### src/rtl/devbus_arbiter.sv
`default_nettype none
// ============================================================================
// Module      : devbus_arbiter
// Description : Two-master round-robin arbiter for the shared device
//               instruction bus. Supports bus lock with a starvation limit.
// Revision    : 1.0 - initial release
// ============================================================================
module devbus_arbiter #(
    parameter int INST_SIZE = 12,
    parameter int WEN_SIZE  = 8,
    parameter int LOCK_MAX  = 16
) (
    input  logic                 clock,
    input  logic                 reset,
    input  logic [INST_SIZE-1:0] inst0,
    input  logic [WEN_SIZE-1:0]  wen0,
    input  logic                 valid0,
    input  logic                 lock0,
    output logic                 ready0,
    input  logic [INST_SIZE-1:0] inst1,
    input  logic [WEN_SIZE-1:0]  wen1,
    input  logic                 valid1,
    input  logic                 lock1,
    output logic                 ready1,
    output logic [INST_SIZE-1:0] oreg,
    output logic [WEN_SIZE-1:0]  oreg_wen,
    output logic                 owner,
    output logic                 locked
);

    localparam logic [7:0] c_lock_max = 8'(LOCK_MAX);

    typedef enum logic [0:0] {
        ST_UNLOCKED = 1'b0,
        ST_LOCKED   = 1'b1
    } state_t;

    state_t                 r_state;
    state_t                 w_state_nxt;
    logic [7:0]             r_cnt;
    logic [7:0]             w_cnt_nxt;
    logic                   r_ptr;
    logic                   r_owner;
    logic [INST_SIZE-1:0]   r_oreg;
    logic [WEN_SIZE-1:0]    r_oreg_wen;
    logic                   w_grant0;
    logic                   w_grant1;
    logic                   w_owner_valid;
    logic                   w_other_valid;
    logic                   w_acc;
    logic                   w_sel;
    logic                   w_sel_lock;

    always_comb begin
        w_grant0      = 1'b0;
        w_grant1      = 1'b0;
        w_state_nxt   = r_state;
        w_cnt_nxt     = r_cnt;
        w_owner_valid = r_owner ? valid1 : valid0;
        w_other_valid = r_owner ? valid0 : valid1;
        case (r_state)
            ST_UNLOCKED: begin
                // Contention goes to the master that did not win last time
                if (valid0 && valid1) begin
                    w_grant0 = r_ptr;
                    w_grant1 = ~r_ptr;
                end else begin
                    w_grant0 = valid0;
                    w_grant1 = valid1;
                end
            end
            ST_LOCKED: begin
                if (!w_owner_valid || (r_cnt == c_lock_max && w_other_valid)) begin
                    w_state_nxt = ST_UNLOCKED;
                    w_cnt_nxt   = 8'd0;
                end else begin
                    w_grant0 = ~r_owner;
                    w_grant1 = r_owner;
                end
            end
            default: begin
                w_state_nxt = ST_UNLOCKED;
                w_cnt_nxt   = 8'd0;
            end
        endcase

        ready0     = reset & valid0 & w_grant0;
        ready1     = reset & valid1 & w_grant1;
        w_acc      = ready0 | ready1;
        w_sel      = ready1;
        w_sel_lock = w_sel ? lock1 : lock0;

        if (w_acc) begin
            if (w_sel_lock) begin
                w_state_nxt = ST_LOCKED;
                // Counter saturates while nobody else is waiting
                if (r_state == ST_UNLOCKED)
                    w_cnt_nxt = 8'd1;
                else if (r_cnt == c_lock_max)
                    w_cnt_nxt = r_cnt;
                else
                    w_cnt_nxt = r_cnt + 8'd1;
            end else begin
                w_state_nxt = ST_UNLOCKED;
                w_cnt_nxt   = 8'd0;
            end
        end
    end

    always_ff @(posedge clock or negedge reset) begin
        if (!reset) begin
            r_state <= ST_UNLOCKED;
            r_cnt   <= 8'd0;
        end else begin
            r_state <= w_state_nxt;
            r_cnt   <= w_cnt_nxt;
        end
    end

    always_ff @(posedge clock or negedge reset) begin
        if (!reset) begin
            r_oreg     <= '0;
            r_oreg_wen <= '0;
            r_owner    <= 1'b0;
            r_ptr      <= 1'b1;
        end else if (w_acc) begin
            r_oreg     <= w_sel ? inst1 : inst0;
            r_oreg_wen <= w_sel ? wen1 : wen0;
            r_owner    <= w_sel;
            r_ptr      <= w_sel;
        end else begin
            r_oreg_wen <= '0;
        end
    end

    assign oreg     = r_oreg;
    assign oreg_wen = r_oreg_wen;
    assign owner    = r_owner;
    assign locked   = (r_state == ST_LOCKED);

endmodule
`default_nettype wire

### config.mk
export PLATFORM = sky130hd
export DESIGN_NAME = devbus_arbiter
export DESIGN_NICKNAME = d
export VERILOG_FILES = /design/src/rtl/devbus_arbiter.sv
export SDC_FILE = /design/constraint.sdc
export NUM_CORES = 1
export LEC_CHECK = 0
export ABC_AREA = 1
export CAP_MARGIN = 20
export CORE_ASPECT_RATIO = 1.4
export CORE_UTILIZATION = 41
export CTS_CLUSTER_SIZE = 24
export DETAILED_ROUTE_END_ITERATION = 12
export PLACE_DENSITY = 0.79
export SLEW_MARGIN = 10
export SYNTH_ARGS = -nofsm -noshare
export SYNTH_HDL_FRONTEND = slang
export SYNTH_SLANG_ARGS = --single-unit
export TNS_END_PERCENT = 1
### constraint.sdc
create_clock -name clock -period 2.05 [get_ports clock]
set_clock_uncertainty 0.2 [all_clocks]
set_input_delay 0.205 -clock clock [delete_from_list [all_inputs] [get_ports clock]]
set_output_delay 0.205 -clock clock [all_outputs]
set_load 0.01 [all_outputs]
---- After elaboration in Yosys (flattened, before gate mapping) ----
Cells that the tools add are included.
storage, ports and cells
  word-level logic and storage cells ...... 46
  register bits ........................... 31
  output and inout bits ................... 24
  input bits .............................. 46
operators by class
  reductions and logical operators ........ 7
  bitwise gates (word level) .............. 8
  multiplexer cells ....................... 22
  eq/ne operators ......................... 2
  add/sub/neg operators ................... 1
operators by type and width
  kind                 number
  $mux 8               8
  $mux 12              1
  $mux 1               11
  $add 8x1->8 const B  1
  $eq 8x5->1 const B   1
  $and 1x1->1          4
  $ne 4x4->1 const B   1
  $pmux 1 s2           2
  $reduce_bool 2->1    2
  $not 1->1            3
  $reduce_and 3->1     1
  $logic_and 1x1->1    2
  $logic_not 1->1      1
  $logic_or 1x1->1     1
  $or 1x1->1           1

---- Depth between registers and ports, before layout ----
  depth after elaboration ................. 9
  gate-level depth with buffers ........... 14
  mapped depth without buffers ............ 14

---- Worst setup path before layout ----
No wires, ideal clock.
  kind .................................... flip-flop to flip-flop
  start ................................... register r_cnt[0]
  end ..................................... register r_cnt[4]
  setup time .............................. 0.065 ns
  path slack .............................. 0.211 ns
  period minus slack after synthesis ...... 1.839 ns
  stages on the path, launching flop included .. 15
  required time ........................... 1.785 ns
  path buffers ............................ 0
  arrival time ............................ 1.574 ns
  cells stage by stage .................... dfrtp_1 inv_1 ha_1 nand2_1 nor2_1 nand3_2 nand3_2 nand2_2 nand3_4 nand2_4 nand2_4 nand3_2 nand2_4 nand2_1 nand2_1
on the way
  cells in the longest elaborated chain, start to end .. 9
  elaborated cells between the ends (all ways) .. 20
  classes of those cells .................. add/sub (1); eq/ne (2); mux (9); bitwise (3); reduce/logical (5)
ends and longest elaborated chain
  what                                                         line    RTL
  from (decl)                                                  40      logic [7:0] r_cnt;
  from (signal assigned)                                       116     r_cnt <= w_cnt_nxt;
  $eq 8x5->1                                                   73, 99
  $logic_and 1x1->1                                            73      if (!w_owner_valid || (r_cnt == c_lock_max && w_other_valid)) begin
  $logic_or 1x1->1                                             73
  $mux 1                                                       73
  $pmux 1 s2                                                   61      case (r_state)
  $and 1x1->1 (on tied branches)                               87, 88
  $or 1x1->1 / $mux 1 (equally long branches)                  89, 91
  $ne 4x4->1 (no line), or another cell as far along           -
  $reduce_and 3->1 (no line) / $mux 8 (equally long branches)  -
Parallel ways exist; a longest one is shown, timed or not. The select of a mux whose other input is x is not followed.
A chain may end at the register's enable or synchronous reset.

---- Worst setup path in the final report ----
  start ................................... register r_cnt[1]
  end ..................................... register r_cnt[4]
The elaborated chain is that of the path after synthesis.

==> summary.md <==
| Metric | Value |
|---|---|
| CTS Buf Count | `5` |
| Mean Syn Cell Area | `7.93 um^2` |
| CTS Hold Bufs | `0` |
| Layout Cell Area excl Fill | `2760 um^2` |
| Multi-input logic area | `856 um^2` |
| Total GRT Usage | `0.233` |
| Placed inst area | `2550 um^2` |
| Height of the die | `77.1 um` |
| Die area | `4290 um^2` |
| Family with the most delay on the worst path | `simple AND/OR/NAND/NOR gates` |
| Die width | `55.6 um` |
| Initial antenna violation count | `0` |
| Via count of the routed design | `1,707` |
| Top-area cell type share of the netlist area | `0.455` |
| Port Buffer Count | `69` |
| CTS tree | `done` |
| Core region area | `3740 um^2` |
| Outcome | `finished, final reports clean` |
| CP Cell Sequence | `inv_2 > ha_4 > nand2_4 > nor2_4 > nand3_4 > nand3_2 > nand2_2 > nand3_4 > buf_12 > nand2_4 > nand2_4 > buf_4 > nand2_1 > nor2_1 > nand3_1 > nand2_1` |
| Largest net degree at the start of global routing | `25` |
| Max cap viols | `0` |
| Min Tclk post-route | `2.04 ns` |
| Number of DRC markers in iteration 0 | `67` |
| GPL Wtd Cong | `0.914` |
| Setup TNS | `0 ns` |
| CP dominant cell by count | `nand2_4` |
| Post-route setup slack | `0.00958 ns` |
| Root Driver | `clkbuf_8` |
| Area contributors post-synth | `dfrtp_1 (45%), nor2_1 (11%), nand2_1 (9.6%)` |
| Slew headroom | `0.794` |
| # fillers | `282` |
| Critical path startpoint category | `flip-flop` |
| Drt total wl | `4620 um` |
| Antenna-violating nets left | `0` |
| Area Growth Syn to Fin | `67.0%` |
| Worst path bufs/invs | `3` |
| Post-Syn Area | `1650 um^2` |
| DR pass1 iterations | `5` |
| Vias/cell | `4.89` |
| First-pass GRT wire length | `7800 um` |
| Pleak | `1.26 nW` |
| Worst vdd ir | `0.571 mV` |
| Dpl ws | `-0.129 ns` |
| Sequential area share after synthesis | `0.471` |
| Syn Nets | `256` |
| Initial core utilization | `0.441` |
| Most frequent cells in the layout | `clkdlybuf4s50_1 (67), nor2_1 (46), nand2_1 (35)` |
| Hold crit path type | `in -> async` |
| Worst EP arrival | `2.07 ns` |
| Synth Warn # | `0` |
| Post-Synthesis Cells | `208` |
| Deepest clock path buffer count | `2` |
| Final hold vios | `0` |
| DRT met1 WL | `1740 um` |
| PwrDens | `814 nW/um^2` |
| DR DRC count | `0` |
| Max Freq | `0.490 GHz` |
| CTS H-tree lvls | `2` |
| Final setup viols | `0` |
| Synth area leader | `dfrtp_1` |
| Crit path required time | `2.08 ns` |
| Clk_lat worst skew | `0.28 ns` |
| Setup crit end kind | `flip-flop` |
| Kind of critical path | `reg -> reg` |
| Crit share post-route | `0.995` |
| Antenna cells | `0` |
| Most common cell after layout, fill and taps aside | `clkdlybuf4s50_1` |
| Vias in the first global route | `1,722` |
| Final net count | `354` |
| #FFs+latches synth | `31` |
| Final Max Tran Viols | `0` |
| Hpwl dp | `3430 um` |
| CP max-delay cell | `dfrtp_1` |
| Worst slew pin tran | `0.309 ns` |
| Top routing layer used | `met4` |
| Worst Path Max Fanout | `5` |
| Total gr overflow | `0` |
| Share of layout cells above drive strength 1 | `0.215` |
| Met3 WL | `212 um` |
| Rows | `26` |
| RSZ-0062 raised after global routing | `yes` |
| Register area | `777 um^2` |
| Io pins | `70` |
| WL per Instance | `13.2 um` |
| Count of cell types in the netlist | `23` |
| Crit path largest cell delay | `0.39 ns` |
| Clock sinks | `31` |
| CTS clock-pin slew for the worst setup and hold paths | `0.06 ns` |
| Met2 routed WL | `2550 um` |
final timing paths:
path                       depth (start not counted)      from          end  slack (ns)
setup / recovery                                  16  r_cnt[1]     r_cnt[4]        0.01
hold / removal                                     2     reset     r_cnt[0]        0.10
setup reg to reg                                  16  r_cnt[1]     r_cnt[4]        0.01
hold reg to reg                                    2  r_cnt[7]     r_cnt[7]        0.28
max in group asynchronous                          2     reset  oreg_wen[2]        1.22
min in group clock                                 2  r_cnt[7]     r_cnt[7]        0.28
registers in the layout (all words and copies together), names as in the netlist:
register,flops
r_ptr,1
oreg_wen,8
r_cnt,8
owner,1
oreg,12
locked,1
metrics by stage:
| stage | std cells | utilization | total power, mW | hold slack, ns |
|---|---|---|---|---|
| final | 349 | 0.737 | 2.24 | 0.101 |
| after CTS | 347 | 0.706 | 2.19 | 0.0892 |
| after floorplan | 208 | - | 1.22 | -0.291 |
| after global routing | 349 | 0.737 | 2.38 | 0.121 |
| after global placement | 337 | 0.683 | 1.69 | 0.255 |
| after detailed placement | 337 | 0.683 | 1.72 | 0.264 |
report_power, final:
| part | internal (mW) | switching (mW) | total (mW) |
|---|---|---|---|
| Combinational | 0.500 | 0.455 | 0.955 |
| Clock | 0.238 | 0.224 | 0.461 |
| Sequential | 0.751 | 0.0751 | 0.826 |
| Total | 1.49 | 0.754 | 2.24 |
cells in the mapped netlist:
cell type  instances
nand4_1            3
buf_2              5
nand3_2            3
dfstp_2            1
inv_1             18
nor2_1            49
dfrtp_1           30
ha_1               2
xnor2_1            1
nor2_2             2
nand2_4            5
nand3_1            6
xor2_1             5
o21ai_1            2
nand3b_1           2
nand3_4            1
o22ai_1           12
nand2_2            2
o21ai_0           11
nor3_1             2
inv_2              3
o31ai_1            1
nand2_1           42
cell families (layout without fill, tap and decap cells):
kind of cell / Yosys count / after routing / share of synthesized area
AOI/OAI and AO/OA: 26 / 26 / 0.0895
xor gates and xnor gates: 6 / 6 / 0.0318
adders and majority gates: 2 / 2 / 0.0152
buffers and inverters: 26 / 125 / 0.0629
DFF: 31 / 31 / 0.471
and+or+nand+nor: 117 / 117 / 0.330
timing repair:
item,in CTS,in global routing
setup buffers,2,2
endpoints found under the setup margin,14,31
resized for setup,9,26
pin swaps,2,11
cloned,0,0
final cells by class:
type	instances	share of cell area
timing repair buffer	96	0.330
multi-input combinational	151	0.310
sequential	31	0.282
inverter	21	0.0295
clock buffer	7	0.0277
tap	42	0.0191
clock inverter	1	0.00182
worst register-to-register path: cells and delay by family, from the launching register on:
| family | cells | cell delay (ns) |
|---|---|---|
| adders and majority gates | 1 | 0.14 |
| buffers and inverters | 3 | 0.33 |
| DFF | 1 | 0.39 |
| and+or+nand+nor | 12 | 0.92 |
layer usage:
metal,track usage,vias up
met5,0,-
met4,0.115,0
met3,0.0455,14
met2,0.420,61
met1,0.256,768
li1,-,864
(Power assumes the default switching activity.)
